### src/rtl/light_input_conditioner.sv
// Sensor/request front end for the traffic-light controller: per-bit synchroniser, debounce FSM,
// registered edge pulses and a sticky stuck-high detector.
module light_input_conditioner #(
    parameter int unsigned N_IN        = 9,
    parameter int unsigned SYNC_STAGES = 2,
    parameter int unsigned DEB_CYCLES  = 4,
    parameter int unsigned CW          = 3,
    parameter int unsigned STUCK_LIMIT = 1023,
    parameter int unsigned SW          = 10
) (
    input  logic            clk,
    input  logic            rst,
    input  logic            en,
    input  logic [N_IN-1:0] raw_in,
    input  logic            stuck_clr,
    output logic [N_IN-1:0] x_out,
    output logic [N_IN-1:0] rise,
    output logic [N_IN-1:0] fall,
    output logic            chg,
    output logic [N_IN-1:0] stuck
);

    // Bit 1 of the encoding is the accepted level, so x_out falls straight out of the state.
    typedef enum logic [1:0] {
        StStableLo = 2'b00,
        StPendHi   = 2'b01,
        StStableHi = 2'b10,
        StPendLo   = 2'b11
    } state_e;

    logic [N_IN-1:0] sync_q [SYNC_STAGES];
    logic [N_IN-1:0] s;

    state_e          state_q [N_IN];
    state_e          state_d [N_IN];
    logic [CW-1:0]   cnt_q   [N_IN];
    logic [CW-1:0]   cnt_d   [N_IN];
    logic [SW-1:0]   scnt_q  [N_IN];
    logic [SW-1:0]   scnt_d  [N_IN];
    logic [N_IN-1:0] x_d;
    logic [N_IN-1:0] rise_q, rise_d;
    logic [N_IN-1:0] fall_q, fall_d;
    logic [N_IN-1:0] stuck_q, stuck_d;
    logic            chg_q;

    assign s = sync_q[SYNC_STAGES-1];

    always_comb begin
        for (int i = 0; i < N_IN; i++) begin
            x_out[i] = state_q[i][1];
        end
    end

    // Debounce next state; only en=1 edges are evaluated.
    always_comb begin
        rise_d = '0;
        fall_d = '0;
        for (int i = 0; i < N_IN; i++) begin
            state_d[i] = state_q[i];
            cnt_d[i]   = cnt_q[i];
            if (en) begin
                case (state_q[i])
                    StStableLo: begin
                        if (s[i]) begin
                            if (DEB_CYCLES == 1) begin
                                state_d[i] = StStableHi;
                                rise_d[i]  = 1'b1;
                            end else begin
                                state_d[i] = StPendHi;
                                cnt_d[i]   = CW'(1);
                            end
                        end
                    end
                    StStableHi: begin
                        if (!s[i]) begin
                            if (DEB_CYCLES == 1) begin
                                state_d[i] = StStableLo;
                                fall_d[i]  = 1'b1;
                            end else begin
                                state_d[i] = StPendLo;
                                cnt_d[i]   = CW'(1);
                            end
                        end
                    end
                    StPendHi: begin
                        if (!s[i]) begin
                            state_d[i] = StStableLo;
                            cnt_d[i]   = '0;
                        end else if (cnt_q[i] == CW'(DEB_CYCLES - 1)) begin
                            state_d[i] = StStableHi;
                            cnt_d[i]   = '0;
                            rise_d[i]  = 1'b1;
                        end else begin
                            cnt_d[i] = cnt_q[i] + CW'(1);
                        end
                    end
                    StPendLo: begin
                        if (s[i]) begin
                            state_d[i] = StStableHi;
                            cnt_d[i]   = '0;
                        end else if (cnt_q[i] == CW'(DEB_CYCLES - 1)) begin
                            state_d[i] = StStableLo;
                            cnt_d[i]   = '0;
                            fall_d[i]  = 1'b1;
                        end else begin
                            cnt_d[i] = cnt_q[i] + CW'(1);
                        end
                    end
                    default: begin
                        state_d[i] = StStableLo;
                        cnt_d[i]   = '0;
                    end
                endcase
            end
            x_d[i] = state_d[i][1];
        end
    end

    // Stuck counter clears on the edge x_out drops, so it never holds a stale count while low.
    always_comb begin
        for (int i = 0; i < N_IN; i++) begin
            scnt_d[i]  = scnt_q[i];
            stuck_d[i] = stuck_q[i];
            if (stuck_clr || !x_d[i]) begin
                scnt_d[i] = '0;
            end else if (en && x_out[i] && (scnt_q[i] != SW'(STUCK_LIMIT))) begin
                scnt_d[i] = scnt_q[i] + SW'(1);
            end
            if (stuck_clr) begin
                stuck_d[i] = 1'b0;
            end else if (scnt_d[i] == SW'(STUCK_LIMIT)) begin
                stuck_d[i] = 1'b1;
            end
        end
    end

    always_ff @(posedge clk or posedge rst) begin
        if (rst) begin
            for (int k = 0; k < SYNC_STAGES; k++) begin
                sync_q[k] <= '0;
            end
            for (int i = 0; i < N_IN; i++) begin
                state_q[i] <= StStableLo;
                cnt_q[i]   <= '0;
                scnt_q[i]  <= '0;
            end
            rise_q  <= '0;
            fall_q  <= '0;
            stuck_q <= '0;
            chg_q   <= 1'b0;
        end else begin
            sync_q[0] <= raw_in;
            for (int k = 1; k < SYNC_STAGES; k++) begin
                sync_q[k] <= sync_q[k-1];
            end
            for (int i = 0; i < N_IN; i++) begin
                state_q[i] <= state_d[i];
                cnt_q[i]   <= cnt_d[i];
                scnt_q[i]  <= scnt_d[i];
            end
            rise_q  <= rise_d;
            fall_q  <= fall_d;
            stuck_q <= stuck_d;
            chg_q   <= |(rise_d | fall_d);
        end
    end

    assign rise  = rise_q;
    assign fall  = fall_q;
    assign chg   = chg_q;
    assign stuck = stuck_q;

endmodule

### config.mk
export PLATFORM = sky130hd
export DESIGN_NAME = light_input_conditioner
export DESIGN_NICKNAME = d
export VERILOG_FILES = /design/src/rtl/light_input_conditioner.sv
export SDC_FILE = /design/constraint.sdc
export NUM_CORES = 1
export LEC_CHECK = 0
export BUFFER_PORTS_ARGS = -buffer_cell sky130_fd_sc_hd__buf_2
export CAP_MARGIN = 20
export CORE_MARGIN = 1
export CORE_UTILIZATION = 35
export CTS_CLUSTER_SIZE = 24
export DETAILED_ROUTE_END_ITERATION = 10
export PLACE_DENSITY = 0.48
export SYNTH_ARGS = -nofsm -noshare
export SYNTH_HDL_FRONTEND = slang
export SYNTH_SLANG_ARGS = --single-unit
### constraint.sdc
create_clock -name clk -period 9.1 [get_ports clk]
set_clock_uncertainty 0.2 [all_clocks]
set_input_delay 2.73 -clock clk [delete_from_list [all_inputs] [get_ports clk]]
set_output_delay 2.73 -clock clk [all_outputs]
set_load 0.02 [all_outputs]
==> results.json, run 1 <==
{
  "rsz0062_at_grt": "false",
  "die-area_um2": 28400,
  "num_rows": 60,
  "grt_max_degree": 126,
  "wirelength_mm": 21.5,
  "cts_buffers": 17,
  "startpoint": "en",
  "drc_errors": 0,
  "antenna_cells": 0,
  "yosys_warnings": 0,
  "hold_violations": 0,
  "cts_setup_buffers": 0,
  "worstSetupPathType": "input pin to register",
  "htree_levels": 4,
  "ctsResizeCount": 0,
  "antenna_found_initial": 0,
  "crit_arrival_ns": 5.15,
  "core-area_um2": 27100,
  "async_flop_share_pct": 100,
  "place.gp.congestion": 0.804,
  "drt-wirelength-per-cell_um": 15.2,
  "r2r_start": "scnt_q[70]",
  "whs_ns": 0.149,
  "vias": 7527,
  "synth-seq-cells": 181,
  "drive_gt1_share_pct": 10.4,
  "synth_ff_type": "dfrtp_1",
  "avgSynthCellArea_um2": 9.59,
  "fin_crit_sh_pct": 54.9,
  "initial_core_util_pct": 35.8,
  "ys_seq_area_share_pct": 46.7,
  "p_leak_nw": 4.50,
  "grtUsageTotal_pct": 15.9,
  "grt_pass1_vias": 7227,
  "portBuffers": 49,
  "final_cell_mix": "dfrtp_1 (181), nand2_1 (88), nor2_1 (83)",
  "pwr-share-seq_pct": 46.4,
  "cts_tree": "built",
  "viasPerCell": 5.33,
  "period_needed_ns": 5.00,
  "pwr-share-clk_pct": 33.3,
  "insertion_delay_ns": 0.44,
  "cap_viol_max_count": 0,
  "hold_class": "register to register",
  "die_y_um": 169,
  "ant_nets": 0,
  "cp-end-kind": "register",
  "cts_root_buf": "clkbuf_16",
  "cts.sinks": 181,
  "swShare_pct": 33.8,
  "tns_ns": 0,
  "synth.area.top_cells": "dfrtp_1 (47%), nand2_1 (3.4%), nor2_1 (3.2%), xor2_1 (3.1%), ha_1 (2.3%)",
  "synth_top_cell_area_share_pct": 46.7,
  "power_density_nw_per_um2": 199,
  "synth_nets": 1043,
  "overflow": 0,
  "status": "finished, final reports clean",
  "grt_pass1_wl_mm": 36.6,
  "die_w_um": 169,
  "r2r_end": "stuck[1]",
  "final_common_cell": "dfrtp_1",
  "drtPass1Iterations": 5,
  "clk_path_buf_depth": 2,
  "maxSlewHeadroom_pct": 31.9,
  "combPwrFrac_pct": 20.3,
  "setup_viol": 0,
  "regToRegSetupSlack_ns": 6.19,
  "worst-endpoint-required_ns": 9.25,
  "reg2reg_depth": 6,
  "tightest_slew_ns": 1.01,
  "layout.nets": 1059,
  "synthCells": 1012,
  "peakVddDrop_mv": 0.130,
  "syn2layout_area_growth_pct": 10.9,
  "ys_types": 69,
  "p_switching_w": 0.000725,
  "start_kind": "input pin",
  "hpwl_mm": 14.3,
  "yosysTopAreaCell": "dfrtp_1",
  "drt_iter0_drc": 565,
  "crit_path_max_fanout": 57,
  "cts-hold-fix-buffers": 0,
  "fmax_mhz": 200,
  "synth_area_um2": 9710,
  "clk_pin_slew_ns": 0.07,
  "endpoint": "stuck[6]",
  "ioPinCount": 50,
  "drv_slew": 0,
  "synth_edf_count": 0,
  "internal_power_w": 0.00142
}
worst max-delay path, cell delays in order:
cell and delay, ns:
buf_2 0.11, buf_4 0.45, nand2_1 0.26, o41a_1 0.49, a2111oi_4 0.35, or4b_1 0.50, o32ai_2 0.26
sequential cells by signal (all words and copies together) (netlist names):
| name | cells |
|---|---|
| chg | 1 |
| cnt_q | 27 |
| fall | 9 |
| rise | 9 |
| s | 9 |
| scnt_q | 90 |
| state_q | 9 |
| stuck | 9 |
| sync_q | 9 |
| x_out | 9 |
cell type report:
type                            count  area, µm²
Clock buffer                       21        470
Clock inverter                     11       91.3
Fill cell                        2680      16300
Inverter                           50        195
Multi-Input combinational cell    725       4740
Sequential cell                   181       4530
Tap cell                          372        465
Timing Repair Buffer               53        275
power by group through the flow:
stage	sequential [W]	combinational (W)	clock, W
after global routing	0.00102	0.000500	0.000775
final	0.000997	0.000435	0.000716
after global placement	0.00101	0.000437	0
after floorplan	0.000966	0.000379	0
after CTS	0.000997	0.000442	0.000744
after detailed placement	0.00101	0.000442	0
kinds of logic (layout without fill, tap and decap cells):
family | Yosys count | in the layout | share of synthesized area (%)
adder cells (fa/ha/maj) | 18 | 18 | 2.32
AND/OR/NAND/NOR | 420 | 420 | 23.4
XOR/XNOR | 55 | 55 | 4.96
buffers and inverters | 106 | 135 | 4.51
flip-flops | 181 | 181 | 46.7
AO/OA/AOI/OAI | 204 | 204 | 15.1
multiplexers | 28 | 28 | 3.00
stage by stage:
stage | util, % | cells | area (µm²) | worst slack (ns) | total power [W]
floorplan | - | 1012 | 9710 | 1.25 | 0.00135
global placement | 37.7 | 1381 | 10200 | 3.72 | 0.00145
detailed placement | 37.7 | 1381 | 10200 | 3.66 | 0.00145
CTS | 39.7 | 1413 | 10800 | 4.11 | 0.00218
global route | 39.7 | 1413 | 10800 | 3.95 | 0.00229
finish | 39.7 | 1413 | 10800 | 4.10 | 0.00215
routing by layer:
metal / GRT usage, % / routed length [µm]
met1: 22.2 / 10900
met2: 25.2 / 9790
met3: 3.06 / 620
met4: 4.35 / 202
met5: 0 / 0
synthesized netlist by cell type, drive strengths merged, types with 6 or more instances:
cell type / n
nand2b: 8
a31oi: 19
nand4b: 15
xor2: 34
nor3: 20
nor3b: 25
o31ai: 6
or3: 6
nor4: 10
o21ai: 34
nand3: 39
mux2i: 19
o311ai: 7
ha: 18
nor2: 83
and4: 16
xnor2: 21
nand2: 88
a311oi: 6
buf: 17
a41oi: 10
nand4: 25
and3: 32
o2111ai: 8
a211oi: 7
nor2b: 22
clkbuf: 39
o21a: 9
a32o: 9
dfrtp: 181
o211ai: 12
and2: 16
inv: 50
mux2: 9
o32ai: 6
o22ai: 7
a21oi: 35
worst min path at each step:
stage               from    to  slack (ns)  cells past startpoint
2_1_floorplan  sync_q[9]  s[0]        0.13                      0
3_3_place_gp   sync_q[9]  s[0]        0.13                      0
5_1_grt        sync_q[9]  s[0]        0.15                      0
4_1_cts        sync_q[9]  s[0]        0.15                      0
3_5_place_dp   sync_q[9]  s[0]        0.13                      0
6_report       sync_q[9]  s[0]        0.15                      0
Power figures use the tool's default switching activity.
==> run 2, diff against run 1 <==
==> constraint.sdc (replaced) <==
create_clock -name clk -period 4.8 [get_ports clk]
set_clock_uncertainty 0.2 [all_clocks]
set_input_delay 1.44 -clock clk [delete_from_list [all_inputs] [get_ports clk]]
set_output_delay 1.44 -clock clk [all_outputs]
set_load 0.02 [all_outputs]
==> run 2 against run 1 <==
Power grew 92%. Critical path depth is the same. Critical path type unchanged. Clock-buffer cell count shrank 2. Utilization grew 0.33 points. Highest routed layer unchanged. Largest cell class unchanged. Register-to-register slack lost 3.9 ns. Critical endpoint is now stuck[8]. Final cell count grew 0.42%. Sequential cell count is the same. Sequential power grew 89%.
==> results.json, run 2 (synthesis results as in run 1) <==
{
  "combPwrFrac_pct": 20.4,
  "fillerInstances": 2669,
  "place.gp.congestion": 0.865,
  "final_cell_mix": "dfrtp_1 (181), nand2_1 (88), nor2_1 (83)",
  "wl_met2_mm": 9.99,
  "ioPinCount": 50,
  "placed_cell_area_um2": 10300,
  "htree_levels": 4,
  "worst-endpoint-required_ns": 4.94,
  "grt_pass1_wl_mm": 36.9,
  "cp-end-kind": "register",
  "r2r_start": "scnt_q[22]",
  "ctsResizeCount": 0,
  "initial_core_util_pct": 35.8,
  "start_kind": "input pin",
  "multiInputGateArea_um2": 4740,
  "die_w_um": 169,
  "wirelength_mm": 21.7,
  "min-delay-start": "sync_q[9]",
  "die_y_um": 169,
  "fmax_mhz": 292,
  "cts_tree": "built",
  "grt_pass1_vias": 7279,
  "num_rows": 60,
  "setup_viol": 0,
  "internal_power_w": 0.00271,
  "hpwl_mm": 14.7,
  "antenna_found_initial": 0,
  "power_density_nw_per_um2": 380,
  "regToRegSetupSlack_ns": 2.25,
  "ant_nets": 0,
  "drv_slew": 0,
  "antenna_cells": 0,
  "cts.sinks": 181,
  "insertion_delay_ns": 0.44,
  "grt_max_degree": 152,
  "peakVddDrop_mv": 0.250,
  "p_switching_w": 0.00142,
  "maxSlewHeadroom_pct": 42.1,
  "syn2layout_area_growth_pct": 11.8,
  "drc_errors": 0,
  "reg2reg_depth": 5,
  "final_common_cell": "dfrtp_1",
  "drt-wirelength-per-cell_um": 15.3,
  "largest-register": "scnt_q",
  "worstSetupPathType": "input pin to register",
  "tns_ns": 0,
  "startpoint": "en",
  "route.met3.wl_um": 531,
  "largestRegisters": "scnt_q x90, cnt_q x27",
  "cts-hold-fix-buffers": 0,
  "cap_viol_max_count": 0,
  "vias": 7536,
  "hold_class": "register to register",
  "crit_path_max_fanout": 46,
  "cts_buffers": 17,
  "fin_area_um2": 10900,
  "endpoint": "stuck[8]",
  "overflow": 0,
  "pwr-share-clk_pct": 34.0,
  "p_leak_nw": 4.55,
  "clk_path_buf_depth": 2,
  "layout.nets": 1065,
  "drtPass1Iterations": 5,
  "pwr-share-seq_pct": 45.5,
  "rsz0062_at_grt": "false",
  "drive_gt1_share_pct": 11.0,
  "status": "finished, final reports clean",
  "swShare_pct": 34.3,
  "hold_violations": 0,
  "cts_setup_buffers": 0,
  "grtUsageTotal_pct": 16.0,
  "core-area_um2": 27100,
  "crit_arrival_ns": 3.57,
  "seqCellArea_um2": 4530,
  "tightest_slew_ns": 0.869,
  "cts_root_buf": "clkbuf_16",
  "fin_crit_sh_pct": 71.3,
  "clk_pin_slew_ns": 0.08,
  "portBuffers": 49,
  "period_needed_ns": 3.42,
  "wl_met1_mm": 10.8,
  "largest_reg_flops": 90,
  "drt_iter0_drc": 443,
  "r2r_end": "stuck[6]",
  "die-area_um2": 28400,
  "viasPerCell": 5.31,
  "top_layer": "met4"
}
run 2: changes by cell type in the layout (fill, tap and decap cells not counted), moves of 2 or more:
cell,before,now
buf_12,0,2
inv_8,2,4
clkinvlp_4,3,1
clkinv_4,2,4
buf_4,4,8
run 2: worst min-delay path by stage:
stage	endpoint	depth (start not counted)
2_1_floorplan	s[0]	0
3_5_place_dp	s[3]	0
4_1_cts	s[3]	0
3_3_place_gp	s[8]	0
6_report	s[0]	0
5_1_grt	s[8]	0
run 2: metal layers:
| metal | vias up | global-route usage (%) |
|---|---|---|
| met2 | 107 | 25.5 |
| met3 | 22 | 2.99 |
| met4 | 0 | 4.82 |
| met1 | 3666 | 22.0 |
| met5 | - | 0 |
| li1 | 3741 | - |
run 2: layout make-up:
cell class | count | share of cell area [%]
Clock buffer | 19 | 4.17
Tap cell | 372 | 4.29
Inverter | 50 | 1.76
Sequential cell | 181 | 41.7
Timing Repair Buffer | 59 | 3.18
Multi-Input combinational cell | 725 | 43.7
Clock inverter | 13 | 1.21
run 2: through the flow:
stage	utilization (%)	instances	total power (W)	hold slack (ns)	setup slack [ns]
after floorplan	-	1012	0.00255	0.131	0.837
after global placement	37.9	1387	0.00276	0.132	0.961
after detailed placement	37.9	1387	0.00277	0.136	0.863
after CTS	40.1	1419	0.00420	0.155	1.32
after global routing	40.1	1419	0.00441	0.160	1.12
final	40.1	1419	0.00413	0.151	1.38
run 2: power by group through the flow:
stage | logic [W] | clock network [W] | registers [W]
5_1_grt | 0.000974 | 0.00152 | 0.00192
2_1_floorplan | 0.000719 | 0 | 0.00183
6_report | 0.000844 | 0.00141 | 0.00188
3_5_place_dp | 0.000859 | 0 | 0.00191
3_3_place_gp | 0.000851 | 0 | 0.00191
4_1_cts | 0.000861 | 0.00146 | 0.00188
run 2: worst max-delay path, stage by stage:
cell	delay (ns)
buf_2	0.33
buf_12	0.26
nand4b_1	0.32
mux2i_1	0.24
a2111oi_0	0.49
nand4_1	0.17
o32ai_1	0.29
